`src/rtl/counter_sched_pkg.sv`:
```
// Shared types and constants for the counter_sched sequencer.
package counter_sched_pkg;

  localparam int unsigned DEFAULT_WIDTH = 3;

  // Requester indices
  localparam int unsigned REQ0 = 0;
  localparam int unsigned REQ1 = 1;

  typedef enum logic [1:0] {
    IDLE = 2'd0,
    LOAD = 2'd1,
    RUN  = 2'd2,
    FIN  = 2'd3
  } state_e;

  // One-hot grant vector for a requester index
  function automatic logic [1:0] req_onehot(input logic idx);
    return idx ? (2'b01 << REQ1) : (2'b01 << REQ0);
  endfunction

endpackage

```
`src/rtl/counter_sched_if.sv`:
```
// Request/grant bundle between the requesters and counter_sched.
interface counter_sched_if
  import counter_sched_pkg::*;
#(
  parameter int unsigned WIDTH = DEFAULT_WIDTH
) ();

  logic [1:0]       req;
  logic [WIDTH-1:0] len0;
  logic [WIDTH-1:0] len1;
  logic [1:0]       grant;
  logic             busy;
  logic [WIDTH-1:0] cnt;
  logic             done;
  logic             abort;

  // Requester side
  modport master (
    output req, len0, len1,
    input  grant, busy, cnt, done, abort
  );

  // Sequencer side
  modport slave (
    input  req, len0, len1,
    output grant, busy, cnt, done, abort
  );

endinterface

```
`src/rtl/sat_counter.sv`:
```
// Up-counter with synchronous clear that sticks at all-ones instead of wrapping.
module sat_counter #(
  parameter int unsigned WIDTH = 3
) (
  input  logic             clk,
  input  logic             clear_n,
  input  logic             sclr,
  input  logic             en,
  output logic [WIDTH-1:0] q
);

  localparam logic [WIDTH-1:0] MaxVal = '1;

  logic [WIDTH-1:0] r_q;

  // Count register: sync clear wins over enable, hold at saturation
  always_ff @(posedge clk or negedge clear_n) begin
    if (!clear_n) begin
      r_q <= '0;
    end else if (sclr) begin
      r_q <= '0;
    end else if (en && (r_q != MaxVal)) begin
      r_q <= r_q + 1'b1;
    end
  end

  assign q = r_q;

endmodule

```
`src/rtl/counter_sched.sv`:
```
// Round-robin sequencer that lends one saturating counter to two requesters
// for a window of len+1 counting cycles, then pulses done (or abort).
module counter_sched
  import counter_sched_pkg::*;
#(
  parameter int unsigned WIDTH = DEFAULT_WIDTH,
  parameter int unsigned NREQ  = 2
) (
  input  logic              clk,
  input  logic              clear_n,
  counter_sched_if.slave    bus
);

  state_e           r_state, w_state_next;
  logic [1:0]       r_grant, w_grant_next;
  logic             r_busy, w_busy_next;
  logic             r_done, w_done_next;
  logic             r_abort, w_abort_next;
  logic [WIDTH-1:0] r_len, w_len_next;
  logic             r_rr, w_rr_next;
  logic             r_winner, w_winner_next;

  logic [NREQ-1:0]  w_req;
  logic             w_pick;
  logic             w_req_win;
  logic             w_sclr;
  logic             w_en;
  logic [WIDTH-1:0] w_cnt;

  assign w_req     = bus.req;
  // Preferred requester wins if asking, otherwise the other one
  assign w_pick    = w_req[r_rr] ? r_rr : ~r_rr;
  assign w_req_win = w_req[r_winner];

  sat_counter #(
    .WIDTH (WIDTH)
  ) u_sat_counter (
    .clk     (clk),
    .clear_n (clear_n),
    .sclr    (w_sclr),
    .en      (w_en),
    .q       (w_cnt)
  );

  // State and registered outputs
  always_ff @(posedge clk or negedge clear_n) begin
    if (!clear_n) begin
      r_state  <= IDLE;
      r_grant  <= 2'b00;
      r_busy   <= 1'b0;
      r_done   <= 1'b0;
      r_abort  <= 1'b0;
      r_len    <= '0;
      r_rr     <= 1'b0;
      r_winner <= 1'b0;
    end else begin
      r_state  <= w_state_next;
      r_grant  <= w_grant_next;
      r_busy   <= w_busy_next;
      r_done   <= w_done_next;
      r_abort  <= w_abort_next;
      r_len    <= w_len_next;
      r_rr     <= w_rr_next;
      r_winner <= w_winner_next;
    end
  end

  // Next-state, arbitration and counter control
  always_comb begin
    w_state_next  = r_state;
    w_grant_next  = r_grant;
    w_busy_next   = r_busy;
    w_done_next   = 1'b0;
    w_abort_next  = 1'b0;
    w_len_next    = r_len;
    w_rr_next     = r_rr;
    w_winner_next = r_winner;
    w_sclr        = 1'b0;
    w_en          = 1'b0;

    case (r_state)
      IDLE: begin
        if (|w_req) begin
          w_state_next  = LOAD;
          w_winner_next = w_pick;
          w_grant_next  = req_onehot(w_pick);
          w_len_next    = w_pick ? bus.len1 : bus.len0;
          w_busy_next   = 1'b1;
        end
      end
      LOAD: begin
        w_sclr = 1'b1;
        if (!w_req_win) begin
          w_state_next = FIN;
          w_abort_next = 1'b1;
          w_grant_next = 2'b00;
          w_busy_next  = 1'b0;
        end else begin
          w_state_next = RUN;
        end
      end
      RUN: begin
        // Abort outranks completion; counter freezes on the exit cycle
        if (!w_req_win) begin
          w_state_next = FIN;
          w_abort_next = 1'b1;
          w_grant_next = 2'b00;
          w_busy_next  = 1'b0;
        end else if (w_cnt == r_len) begin
          w_state_next = FIN;
          w_done_next  = 1'b1;
          w_grant_next = 2'b00;
          w_busy_next  = 1'b0;
        end else begin
          w_en = 1'b1;
        end
      end
      FIN: begin
        w_rr_next    = ~r_winner;
        w_state_next = IDLE;
      end
      default: begin
        w_state_next = IDLE;
      end
    endcase
  end

  assign bus.grant = r_grant;
  assign bus.busy  = r_busy;
  assign bus.cnt   = w_cnt;
  assign bus.done  = r_done;
  assign bus.abort = r_abort;

endmodule

```
`src/flat_wrapper.sv`:
```
// flat-port wrapper written by rule: the top's interface ports become plain ports
module counter_sched_flat import counter_sched_pkg::*;
#(
  parameter int unsigned WIDTH = DEFAULT_WIDTH,
  parameter int unsigned NREQ  = 2
)
  (clk, clear_n, bus_req, bus_len0, bus_len1, bus_grant, bus_busy, bus_cnt, bus_done, bus_abort);
  counter_sched_if #(.WIDTH(WIDTH)) bus_i ();
  input  logic clk;
  input  logic clear_n;
  input wire logic [$bits(bus_i.req)-1:0] bus_req;
  input wire logic [$bits(bus_i.len0)-1:0] bus_len0;
  input wire logic [$bits(bus_i.len1)-1:0] bus_len1;
  output wire logic [$bits(bus_i.grant)-1:0] bus_grant;
  output wire logic [$bits(bus_i.busy)-1:0] bus_busy;
  output wire logic [$bits(bus_i.cnt)-1:0] bus_cnt;
  output wire logic [$bits(bus_i.done)-1:0] bus_done;
  output wire logic [$bits(bus_i.abort)-1:0] bus_abort;
  assign bus_i.req = bus_req;
  assign bus_i.len0 = bus_len0;
  assign bus_i.len1 = bus_len1;
  assign bus_grant = bus_i.grant;
  assign bus_busy = bus_i.busy;
  assign bus_cnt = bus_i.cnt;
  assign bus_done = bus_i.done;
  assign bus_abort = bus_i.abort;
  counter_sched #(.WIDTH(WIDTH), .NREQ(NREQ)) u_core (.clk(clk), .clear_n(clear_n), .bus(bus_i));
endmodule
```
`config.mk`:
```
export PLATFORM = sky130hd
export DESIGN_NAME = counter_sched_flat
export DESIGN_NICKNAME = d
export VERILOG_FILES = /design/src/rtl/counter_sched_pkg.sv /design/src/rtl/counter_sched_if.sv /design/src/rtl/sat_counter.sv /design/src/rtl/counter_sched.sv /design/src/flat_wrapper.sv
export SDC_FILE = /design/constraint.sdc
export NUM_CORES = 1
export LEC_CHECK = 0
export ABC_AREA = 1
export ABC_CLOCK_PERIOD_IN_PS = 2500
export BUFFER_PORTS_ARGS = -buffer_cell sky130_fd_sc_hd__buf_4
export CAP_MARGIN = 20
export CORE_MARGIN = 2
export CORE_UTILIZATION = 40
export CTS_BUF_LIST = sky130_fd_sc_hd__clkbuf_16
export DETAILED_ROUTE_END_ITERATION = 7
export PLACE_DENSITY = 0.63
export SYNTH_ARGS = -nofsm -noshare
export SYNTH_HDL_FRONTEND = slang
export SYNTH_SLANG_ARGS = --single-unit
```
`constraint.sdc`:
```
create_clock -name clk -period 2.5 [get_ports clk]
set_clock_uncertainty 0.15 [all_clocks]
set_input_delay 0.25 -clock clk [delete_from_list [all_inputs] [get_ports clk]]
set_output_delay 0.25 -clock clk [all_outputs]
set_load 0.02 [all_outputs]
```
**Word-level counts from Yosys, hierarchy flattened**

Index checks and enable logic that the tools add are counted.

- Register bits: 15
- Bits of input ports: 10
- Output and inout bits: 8

- Add/subtract/negate cells: 1
- Order comparisons: 2
- Equal/unequal tests: 8
- Muxes and demuxes: 33
- Bitwise operators: 2
- Reduce and logical (&&, ||, !) cells: 9

Operators with widths:

| cell | number |
|---|---|
| two-way mux 1 bit | 19 |
| two-way mux 2 bit | 8 |
| two-way mux 3 bit | 3 |
| case mux 2 bit (4 select lines) | 1 |
| != test 3 bit, second input constant | 2 |
| case mux 2 bit (3 select lines) | 1 |
| == test 2 bit, second input constant | 2 |
| < comparator 1 x 2 -> 1 bit, second input constant | 2 |
| AND reduction 2 bit | 2 |
| AND reduction 4 bit | 1 |
| OR reduction 2 bit | 2 |
| adder 3 x 1 -> 3 bit, second input constant | 1 |
| == test 3 bit | 1 |
| case mux 1 bit (3 select lines) | 1 |
| nonzero test 3 bit | 1 |
| == test 2 x 1 -> 1 bit, second input constant | 1 |
| zero test 2 bit | 1 |
| != test 2 x 1 -> 1 bit, second input constant | 1 |
| != test 2 bit, second input constant | 1 |
| NOT 1 bit | 2 |
| nonzero test 2 bit | 1 |
| logical AND 1 bit | 1 |

**Depth between registers and ports, before layout**

Gate-level depths: netlist of the first run.

- Word-level depth: 7
- Depth in mapped cells: 9

**Hierarchy**

From an unflattened synthesis of the first run, not the netlist that was laid out.

- Cell total of the unflattened synthesis: 106
- Area total of the unflattened synthesis: 867.1 um^2

Modules (own cells, without submodules):

| module | instances | cells each | area an instance (um^2) |
|---|---|---|---|
| counter_sched | 1 | 86 | 700.7 |
| sat_counter | 1 | 20 | 166.4 |

**Worst setup path before layout of the first run**

OpenSTA, ideal clock, no wires.

- Kind: reg2reg
- Start: register u_core.u_sat_counter.r_q[0], in the netlist u_core.u_sat_counter.q[0]
- End: register u_core.u_sat_counter.r_q[0], in the netlist u_core.u_sat_counter.q[0]
- Setup time: 0.117 ns
- Arrival: 1.150 ns
- Required time: 2.233 ns
- Path slack: 1.083 ns
- Cell stages (with the launch flop): 7
- Period minus slack after synthesis: 1.417 ns
- Path through: dfrtp_1 ha_1 ha_1 inv_1 nand3_2 nand3_1 nand2_1

- Word-level cells in the longest chain between the ends: 6
- Elaborated cells on any way between the ends: 10

RTL lines:

| what | RTL line | source |
|---|---|---|
| start: declaration | sat_counter.sv:14 | `logic [WIDTH-1:0] r_q;` |
| start signal: assignment | sat_counter.sv:23 | `r_q <= r_q + 1'b1;` |
| == test 3 bit | counter_sched.sv:109 | `end else if (w_cnt == r_len) begin` |
| two-way mux 1 bit | counter_sched.sv:109 |  |
| two-way mux 1 bit | counter_sched.sv:104 | `if (!w_req_win) begin` |
| two-way mux 1 bit | counter_sched.sv:81 | `case (r_state)` |
| logical AND 1 bit | sat_counter.sv:22 | `end else if (en && (r_q != MaxVal)) begin` |
| nonzero test 2 bit (no line) | - |  |

Parallel ways exist; a longest one is shown, timed or not. The select of a mux whose other input is x is not followed.
A chain may end at the register's enable or synchronous reset.

**Worst setup path in the final report of the first run**

- Start: register u_core.r_state[1]
- End: register u_core.r_busy, in the netlist u_core.bus.busy

- Word-level cells in the longest chain between the ends: 3
- Elaborated cells on any way between the ends: 9

RTL lines:

| what | RTL line | source |
|---|---|---|
| start: declaration | counter_sched.sv:14 | `state_e r_state, w_state_next;` |
| start signal: assignment | counter_sched.sv:57 | `r_state <= w_state_next;` |
| == test 2 bit (tied with other cells) | counter_sched.sv:81 |  |
| != test 3 bit (no line) (tied with other cells) | - |  |
| AND reduction 4 bit (no line) | - |  |
| end signal: assignment | counter_sched.sv:59 | `r_busy <= w_busy_next;` |
| end: declaration | counter_sched.sv:16 | `logic r_busy, w_busy_next;` |

Parallel ways exist; a longest one is shown, timed or not.

==> metrics.log, run 1 <==
INFO  metric cap_violations = 0
INFO  metric max_clock_freq = 646 MHz
INFO  metric postCtsSetupRepairBufs = 0
INFO  metric netlist-cell-type-count = 22
INFO  metric cp.arrival = 1530 ps
INFO  metric placed_cells = 154
INFO  metric avgViaCountPerCell = 4.65
INFO  metric worst_hold_path.num_cells = 3
INFO  metric postRouteAntennaNets = 0
INFO  metric gr-total-overflow = 0
INFO  metric synth.ff_latch_count = 15
INFO  metric synth_area_leaders = dfrtp_1 42%, nand2_1 12%, ha_1 11%
INFO  metric drt_drc_violations_left = 0
INFO  metric place.gp.congestion = 0.740
INFO  metric relSlewSlack = 0.822
INFO  metric layout.nets = 150
INFO  metric yosys.area_share.simple = 0.305
INFO  metric setup_violations = 0
INFO  metric p_leak = 0.612 nW
INFO  metric syn_inst = 109
INFO  metric area_fraction_in_compound_gates_after_synthesis = 0.0776
INFO  metric synth_top_area_frac = 0.423
INFO  metric cts_sinks = 15
INFO  metric hold_path.class = input port to register
INFO  metric hold_viol_final = 0
INFO  metric final.setup.tns = 0 ps
INFO  metric core = 0.00215 sq mm
INFO  metric cts_htree_levels = 1
INFO  metric post_route_cells_drive_above_1_share = 0.252
INFO  metric instances_no_fill = 159
INFO  metric seq_area_frac_synth = 0.423
INFO  metric setup.worst_path.end_class = register
INFO  metric grt_setup_unrepaired = no
INFO  metric detail_route.first_pass.iterations = 4
INFO  metric synth-xor-area-share = 0.00987
INFO  metric initial_core_util = 0.413
INFO  metric fillCellCount = 202
INFO  metric avgRoutedWirePerCell = 10.5 microns
INFO  metric cts_repair_resize_count = 0
INFO  metric yosys.area_share.adder = 0.113
INFO  metric die_x = 51.1 microns
INFO  metric post_synth_instance_area = 887 sq um
INFO  metric worst_setup_hold_path_clk_slew = 50 ps
INFO  metric clock_buffers_created_by_tritoncts = 3
INFO  metric port_buffers = 17
INFO  metric rows = 17
INFO  metric hold_wc_startpoint = bus_len1[1]
INFO  metric yosys-mux-area-fraction = 0
INFO  metric worst-path-max-fanout = 6
INFO  metric p_per_area = 1330 mW/mm^2
INFO  metric yosysWarnings = 0
INFO  metric maximum_number_of_pins_on_one_net_before_global_route_repair = 16
INFO  metric worstSetupStartpointType = register
INFO  metric dr.first_iter.drc_count = 5
INFO  metric insertedDiodeCount = 0
INFO  metric antenna_found_initial = 0
INFO  metric floorplan.die_area = 0.00261 sq mm
INFO  metric clock_latency = 240 ps
INFO  metric crit_start = u_core.r_state[1]
INFO  metric synth_nets = 127
INFO  metric grt_pass1_vias = 723
INFO  metric combinational_family_with_the_most_area_after_synthesis = simple AND/OR/NAND/NOR gates
INFO  metric timing_worst_setup_path_type = register to register
INFO  metric postSynthAreaPerCell = 8.14 sq um
INFO  metric worst-r2r-cell-count = 6
INFO  metric multi_input_comb_area = 448 sq um
INFO  metric r2r-start = u_core.r_state[1]
INFO  metric track_usage = 0.151
INFO  metric dr_total_vias = 739
INFO  metric slew_viols_final = 0
INFO  metric synth_area_leader_cell = dfrtp_1
INFO  metric drt-total-wl = 1680 microns
INFO  metric setup.reg_to_reg.worst_slack = 950 ps
INFO  metric cts_tree = done
INFO  metric layout.area.seq = 375 sq um
INFO  metric ioPinCount = 18
INFO  metric critPathCapture = u_core.bus.busy
INFO  metric status = finished, final reports clean
INFO  metric min_period_over_period = 0.619
INFO  metric grt_pass1_wl = 2910 microns
INFO  metric period_needed = 1550 ps
INFO  metric area_delta_synth_final = 28.5%
INFO  metric critPathRequiredTime = 2480 ps
INFO  metric vdd.ir_drop.worst = 0.558 mV
INFO  metric timing_worst_slew_pin_value = 266 ps
INFO  metric endpoint_of_the_worst_slack_reg_to_reg_timing_path = u_core.bus.busy
INFO  metric die_y = 51.1 microns
INFO  metric clk_path_buf_depth = 2
INFO  metric hpwl = 1330 microns
INFO  metric clockRootBuffer = clkbuf_16
-- metal layers --
| metal | vias up | global-route usage | wire, microns |
|---|---|---|---|
| met5 | - | 0 | 0 |
| met4 | 0 | 0.0811 | 36 |
| met3 | 4 | 0.0263 | 44 |
| met2 | 14 | 0.266 | 809 |
| met1 | 329 | 0.172 | 785 |
| li1 | 392 | - | - |
-- cells in the final DEF (no fill, tap or decap), types with 4 or more instances in the layout --
| cell type | count |
|---|---|
| nand3_1 | 6 |
| nor2_1 | 10 |
| dfrtp_1 | 15 |
| nand2_2 | 4 |
| ha_1 | 8 |
| buf_4 | 17 |
| inv_1 | 15 |
| nand2_1 | 28 |
-- kinds of logic (layout without fill, tap and decap cells) --
group / count (synthesis) / count (layout)
compound gates: 11 / 11
xor+xnor: 1 / 1
fa+ha+maj: 8 / 8
buf+inv: 17 / 39
flops: 15 / 15
simple gates: 57 / 57
-- per-stage QoR --
| step | utilization | hold slack [ps] | setup slack [ps] | total power, mW | area, sq um |
|---|---|---|---|---|---|
| floorplan | - | -196 | 1080 | 1.01 | 887 |
| global placement | 0.489 | -34.2 | 968 | 1.21 | 1050 |
| detailed placement | 0.489 | -33.2 | 946 | 1.22 | 1050 |
| CTS | 0.531 | 127 | 939 | 1.54 | 1140 |
| global route | 0.531 | 156 | 797 | 1.66 | 1140 |
| finish | 0.531 | 130 | 952 | 1.52 | 1140 |
-- flip-flops by register name (all words and copies together), names as in the netlist --
signal                  count
u_core.r_len                3
u_core.u_sat_counter.q      3
u_core.bus.grant            2
u_core.r_state              2
u_core.bus.abort            1
u_core.bus.busy             1
u_core.bus.done             1
u_core.r_rr                 1
u_core.r_winner             1
-- cells in the mapped netlist (all sizes together) --
cell and n:
o21ai 5, a31oi 1, o21a 1, ha 8, inv 17, nor2 11, nand3b 1, a21oi 2
xnor2 1, o22ai 2, nor3 1, nand2 32, nand3 9, dfrtp 15, nand4 3
-- power by group --
part | switching (mW) | internal, mW | leakage (nW)
Sequential | 0.0912 | 0.356 | 0.185
Combinational | 0.460 | 0.304 | 0.386
Clock | 0.0949 | 0.213 | 0.0409
-- critical path: stages, from the launching register on --
cell and delay [ps]:
dfrtp_1 420, inv_1 100, ha_1 270, a21oi_2 250
nand3_2 120, nand2_1 70, nand2_1 40
-- how the worst min path moves through the flow --
| stage | end | slack (ps) |
|---|---|---|
| after floorplan | u_core.bus.abort | -200 |
| after global placement | u_core.r_len[2] | -30 |
| after detailed placement | u_core.r_len[0] | -30 |
| after CTS | u_core.r_len[1] | 130 |
| after global routing | u_core.r_len[2] | 160 |
| final | u_core.r_len[1] | 130 |
-- what timing repair did --
| action | 4_1_cts | 5_1_grt |
|---|---|---|
| setup endpoints to repair | 0 | 0 |
| hold buffers | 1 | 0 |
| endpoints found under the hold margin | 15 | 0 |
-- area by class of cell --
type                       count  area share
timing repair buffer          18       0.121
inverter                      17      0.0560
multi-input combinational     77       0.393
sequential                    15       0.329
clock buffer                   3      0.0659
clock inverter                 1     0.00439
tap                           28      0.0307
(Power assumes the default switching activity.)
==> inputs of run 2 (changes only) <==
--- a/config.mk
+++ b/config.mk
@@ -6,7 +6,7 @@
 export NUM_CORES = 1
 export LEC_CHECK = 0
 export ABC_AREA = 1
-export ABC_CLOCK_PERIOD_IN_PS = 2500
+export ABC_CLOCK_PERIOD_IN_PS = 1500
 export BUFFER_PORTS_ARGS = -buffer_cell sky130_fd_sc_hd__buf_4
 export CAP_MARGIN = 20
 export CORE_MARGIN = 2
==> constraint.sdc (replaced) <==
create_clock -name clk -period 1.5 [get_ports clk]
set_clock_uncertainty 0.15 [all_clocks]
set_input_delay 0.15 -clock clk [delete_from_list [all_inputs] [get_ports clk]]
set_output_delay 0.15 -clock clk [all_outputs]
set_load 0.02 [all_outputs]
==> metrics.log, run 2 (synthesis results as in run 1) <==
INFO  metric ioPinCount = 18
INFO  metric commonest_cells_after_routing_fill_and_taps_aside = 28 x nand2_1, 20 x buf_4, 15 x inv_1
INFO  metric drt-total-wl = 1950 microns
INFO  metric hold_viol_final = 0
INFO  metric place.gp.congestion = 0.778
INFO  metric vdd.ir_drop.worst = 0.916 mV
INFO  metric avgRoutedWirePerCell = 12.0 microns
INFO  metric hold_path.class = input port to register
INFO  metric cts_tree = done
INFO  metric timing_worst_setup_path_type = register to register
INFO  metric cts_sinks = 15
INFO  metric core = 0.00215 sq mm
INFO  metric layout.area.seq = 377 sq um
INFO  metric grt_pass1_vias = 756
INFO  metric cp.arrival = 1470 ps
INFO  metric p_leak = 0.631 nW
INFO  metric clockRootBuffer = clkbuf_16
INFO  metric endpoint_of_the_worst_slack_reg_to_reg_timing_path = u_core.bus.grant[1]
INFO  metric clock_latency = 250 ps
INFO  metric setup_violations = 0
INFO  metric worst_hold_path.num_cells = 3
INFO  metric grt_pass1_wl = 3220 microns
INFO  metric die_y = 51.1 microns
INFO  metric grt_setup_unrepaired = yes
INFO  metric max_clock_freq = 672 MHz
INFO  metric drt_drc_violations_left = 0
INFO  metric avgViaCountPerCell = 4.85
INFO  metric clk_path_buf_depth = 2
INFO  metric postRouteAntennaNets = 0
INFO  metric final.setup.tns = 0 ps
INFO  metric worstSetupStartpointType = register
INFO  metric layout.cells.most_common = nand2_1
INFO  metric dr.first_iter.drc_count = 5
INFO  metric insertedDiodeCount = 0
INFO  metric antenna_found_initial = 0
INFO  metric timing_worst_slew_pin_value = 251 ps
INFO  metric layout.nets = 153
INFO  metric fillCellCount = 190
INFO  metric area_delta_synth_final = 32.3%
INFO  metric relSlewSlack = 0.833
INFO  metric detail_route.first_pass.iterations = 4
INFO  metric critPathRequiredTime = 1480 ps
INFO  metric min_period_over_period = 0.993
INFO  metric post_route_cells_drive_above_1_share = 0.291
INFO  metric p_per_area = 2280 mW/mm^2
INFO  metric track_usage = 0.169
INFO  metric die_x = 51.1 microns
INFO  metric gr-total-overflow = 0
INFO  metric floorplan.die_area = 0.00261 sq mm
INFO  metric clock_buffers_created_by_tritoncts = 3
INFO  metric period_needed = 1490 ps
INFO  metric worst-r2r-cell-count = 6
INFO  metric setup.worst_path.end_class = register
INFO  metric postLayoutCoreUtil = 0.546
INFO  metric dr_total_vias = 785
INFO  metric worst-path-max-fanout = 4
INFO  metric cap_violations = 0
INFO  metric critPathCapture = u_core.bus.grant[1]
INFO  metric port_buffers = 17
INFO  metric r2r-start = u_core.r_state[0]
INFO  metric cts_htree_levels = 1
INFO  metric setup.reg_to_reg.worst_slack = 10 ps
INFO  metric status = finished, final reports clean
INFO  metric worst_setup_hold_path_clk_slew = 50 ps
INFO  metric initial_core_util = 0.413
INFO  metric hpwl = 1400 microns
INFO  metric maximum_number_of_pins_on_one_net_before_global_route_repair = 16
INFO  metric multi_input_comb_area = 459 sq um
INFO  metric rows = 17
INFO  metric crit_start = u_core.r_state[0]
INFO  metric slew_viols_final = 0
INFO  metric worst_hold_slack = 23.6 ps
[run 2: worst max-delay path: stages, from the launching register on]
cell and delay, ps:
dfrtp_1 380, buf_4 150, ha_1 220, a21oi_2 210, nand3_2 130, nand2_1 70
nand2_1 60
[run 2: how the worst min path moves through the flow]
stage	endpoint	slack (ps)	from
2_1_floorplan	u_core.bus.abort	-300	clear_n
3_3_place_gp	u_core.u_sat_counter.q[2]	-130	clear_n
3_5_place_dp	u_core.r_len[0]	-130	clear_n
4_1_cts	u_core.r_len[2]	20	bus_len0[2]
5_1_grt	u_core.r_len[2]	50	bus_len0[2]
6_report	u_core.r_len[1]	20	bus_len1[1]
[run 2: metrics by stage]
step                      setup slack [ps]  std cells  power [mW]  cell area [sq um]
after floorplan                       82.6        109        1.68                887
after global placement                13.3        155        2.02               1060
after detailed placement             -35.7        155        2.06               1060
after CTS                             4.68        162        2.63               1160
after global routing                 -49.0        162        2.90               1170
final                                 11.2        162        2.68               1170
[run 2: layout make-up]
cell class                      count  share of cell area
Clock inverter                      1             0.00320
Clock buffer                        3              0.0640
Multi-Input combinational cell     77               0.391
Sequential cell                    15               0.321
Tap cell                           28              0.0299
Inverter                           17              0.0544
Timing Repair Buffer               21               0.136
[run 2: layer usage]
layer	vias to the layer above	GRT usage	wire length, microns
met5	-	0	0
met4	0	0.0946	47
met3	5	0.0263	48
met2	13	0.312	1020
met1	366	0.180	833
li1	401	-	-
[run 2: power breakdown]
group          total, mW  internal (mW)  switching, mW  leakage [nW]
logic               1.41          0.567          0.841         0.404
clock network      0.522          0.353          0.168        0.0423
registers          0.746          0.596          0.150         0.184
[run 2: what timing repair did]
item,4_1_cts,5_1_grt
cloned,0,0
endpoints found under the hold margin,15,0
pin swaps,0,1
endpoints found under the setup margin,7,12
buffers inserted,2,0
hold buffers,1,0
gates resized for setup,0,5
==> inputs of run 3 (changes only) <==
--- a/config.mk
+++ b/config.mk
@@ -16,4 +16,5 @@
 export PLACE_DENSITY = 0.63
 export SYNTH_ARGS = -nofsm -noshare
 export SYNTH_HDL_FRONTEND = slang
+export SYNTH_HIERARCHICAL = 1
 export SYNTH_SLANG_ARGS = --single-unit
==> metrics.log, run 3 <==
INFO  metric timing_worst_setup_path_type = register to register
INFO  metric switching_share_of_power = 0.419
INFO  metric cts_tree = done
INFO  metric avgViaCountPerCell = 4.91
INFO  metric vdd.ir_drop.worst = 1.31 mV
INFO  metric area_delta_synth_final = 56.3%
INFO  metric worstSetupStartpointType = register
INFO  metric cap_violations = 0
INFO  metric initial_core_util = 0.433
INFO  metric antenna_found_initial = 0
INFO  metric netlist-cell-type-count = 22
INFO  metric net-switching-power = 1.29 mW
INFO  metric postSynthAreaPerCell = 8.18 sq um
INFO  metric floorplan.die_area = 0.00256 sq mm
INFO  metric critical_path.slowest_cell = dfrtp_1
INFO  metric synth_top_area_frac = 0.433
INFO  metric edff_count_synth = 0
INFO  metric synth.top_cells.by_count = 24 x nand2_1, 15 x dfrtp_1, 11 x inv_1
INFO  metric p_per_area = 2280 mW/mm^2
INFO  metric post_route_cells_drive_above_1_share = 0.482
INFO  metric finalPower = 3.09 mW
INFO  metric seq_area_frac_synth = 0.433
INFO  metric core = 0.00200 sq mm
INFO  metric synth_area_leaders = dfrtp_1 43%, nand2_1 10%, ha_1 10%
INFO  metric maximum_number_of_pins_on_one_net_before_global_route_repair = 16
INFO  metric drt_drc_violations_left = 0
INFO  metric min_period_over_period = 0.974
INFO  metric critPathRequiredTime = 1470 ps
INFO  metric port_buffers = 17
INFO  metric die_y = 50.6 microns
INFO  metric timing_worst_slew_pin_value = 216 ps
INFO  metric synth_most_common_cell = nand2_1
INFO  metric max_clock_freq = 685 MHz
INFO  metric cp.arrival = 1430 ps
INFO  metric clk_path_buf_depth = 2
INFO  metric cts_sinks = 15
INFO  metric place.gp.congestion = 0.866
INFO  metric layout.nets = 159
INFO  metric worst_hold_slack = 18.6 ps
INFO  metric die_x = 50.6 microns
INFO  metric fillCellCount = 151
INFO  metric commonest_cells_after_routing_fill_and_taps_aside = 28 x buf_4, 20 x nand2_1, 14 x dfrtp_1
INFO  metric design_area = 0.00136 sq mm
INFO  metric dr_total_vias = 825
INFO  metric worst-path-max-fanout = 3
INFO  metric clock_buffers_created_by_tritoncts = 3
INFO  metric worst_setup_hold_path_clk_slew = 50 ps
INFO  metric grt_pass1_vias = 796
INFO  metric synth_async_sr_flop_share = 1.00
INFO  metric detail_route.first_pass.iterations = 5
INFO  metric setup_violations = 0
INFO  metric track_usage = 0.168
INFO  metric seq_power_share = 0.244
INFO  metric synth.ff_latch_count = 15
INFO  metric synth-main-ff-cell = dfrtp_1
INFO  metric timing.critical_path.slowest_cell_delay = 400 ps
INFO  metric hold_path.class = input port to register
INFO  metric ioPinCount = 18
INFO  metric placement.cell_area = 0.00109 sq mm
INFO  metric yosysWarnings = 6
INFO  metric hpwl = 1400 microns
INFO  metric clock_latency = 240 ps
INFO  metric rows = 16
INFO  metric crit_chain = inv_2 -> ha_4 -> inv_4 -> nor2_4 -> nand2_4 -> buf_4 -> o211ai_1 -> nand2_1
INFO  metric drt-total-wl = 2030 microns
INFO  metric syn_inst = 106
INFO  metric post_synth_instance_area = 867 sq um
INFO  metric hold_viol_final = 0
INFO  metric gr-total-overflow = 0
INFO  metric cts_htree_levels = 1
INFO  metric layout.cells.most_common = buf_4
INFO  metric synth_area_leader_cell = dfrtp_1
INFO  metric cell_internal_power_dissipation = 1.79 mW
INFO  metric grt_setup_unrepaired = yes
INFO  metric setup.worst_path.end_class = register
INFO  metric synth_nets = 123
INFO  metric postRouteAntennaNets = 0
INFO  metric dr.first_iter.drc_count = 17
INFO  metric p_leak = 0.678 nW
INFO  metric clock_power_share = 0.167
INFO  metric grt_pass1_wl = 3240 microns
INFO  metric slew_viols_final = 0
INFO  metric power.share.combinational = 0.589
INFO  metric status = finished, final reports clean
INFO  metric avgRoutedWirePerCell = 12.1 microns
INFO  metric insertedDiodeCount = 0
INFO  metric relSlewSlack = 0.855
INFO  metric clockRootBuffer = clkbuf_16
INFO  metric period_needed = 1460 ps
[run 3: final timing paths]
kind	slack, ps	cells past startpoint	end	from
setup / recovery	40	8	u_core/r_state[0]	u_core/r_state[0]
hold / removal	20	3	u_core/r_len[1]	bus_len0[1]
min in group asynchronous	150	2	u_core/u_sat_counter/q[2]	clear_n
hold reg to reg	320	2	u_core/bus.grant[1]	u_core/bus.grant[1]
setup reg to reg	40	8	u_core/r_state[0]	u_core/r_state[0]
max in group asynchronous	860	2	u_core/u_sat_counter/q[0]	clear_n
[run 3: worst max-delay path, delay by kind of cell, from the launching register on]
family	cells	cell delay, ps
AOI/OAI and AO/OA	1	100
adders and majority gates	1	150
buffers and inverters	3	280
DFF	1	400
and+or+nand+nor	3	250
[run 3: layout make-up]
class | count | area (sq um) | area share
clock inverters | 1 | 5.00 | 0.00369
clock buffers | 3 | 75.1 | 0.0554
well taps | 27 | 33.8 | 0.0249
multi-input cells | 74 | 553 | 0.408
inverters | 17 | 68.8 | 0.0508
flip-flops and latches | 15 | 377 | 0.278
repair buffers | 31 | 243 | 0.179
[run 3: power groups by stage]
stage          Combinational, mW  Clock (mW)  Sequential [mW]
2_1_floorplan              0.799           0            0.797
3_3_place_gp                1.30           0            0.722
3_5_place_dp                1.33           0            0.730
4_1_cts                     1.39       0.526            0.726
5_1_grt                     2.02       0.548            0.776
6_report                    1.82       0.515            0.752
[run 3: repair_timing]
action                                  CTS  global route
gates resized for setup                   5            28
hold buffers                              1             0
buffers inserted                          2             4
endpoints found under the setup margin    8            11
endpoints found under the hold margin    15             0
pin swaps                                 1            15
[run 3: cells by family (layout without fill, tap and decap cells)]
logic type,Yosys count,in the layout,synth area share
simple gates,51,51,0.270
flops,15,15,0.433
xor+xnor,1,1,0.0101
compound gates,15,15,0.113
fa+ha+maj,7,7,0.101
buf+inv,17,52,0.0736
[run 3: layer usage]
| layer | vias to the layer above | GRT usage | part of all wire |
|---|---|---|---|
| li1 | 418 | - | - |
| met1 | 389 | 0.207 | 0.45 |
| met2 | 16 | 0.274 | 0.51 |
| met3 | 2 | 0.0506 | 0.033 |
| met4 | 0 | 0.0676 | 0.0054 |
| met5 | - | 0 | 0 |
[run 3: per-stage QoR]
| step | utilization | cells | setup TNS [ps] | setup slack [ps] |
|---|---|---|---|---|
| floorplan | - | 106 | 0 | 6.34 |
| global placement | 0.544 | 158 | -96.2 | -33.8 |
| detailed placement | 0.544 | 158 | -296 | -67.9 |
| CTS | 0.600 | 165 | 0 | 9.62 |
| global route | 0.677 | 168 | -92.3 | -23.8 |
| finish | 0.677 | 168 | 0 | 39.3 |
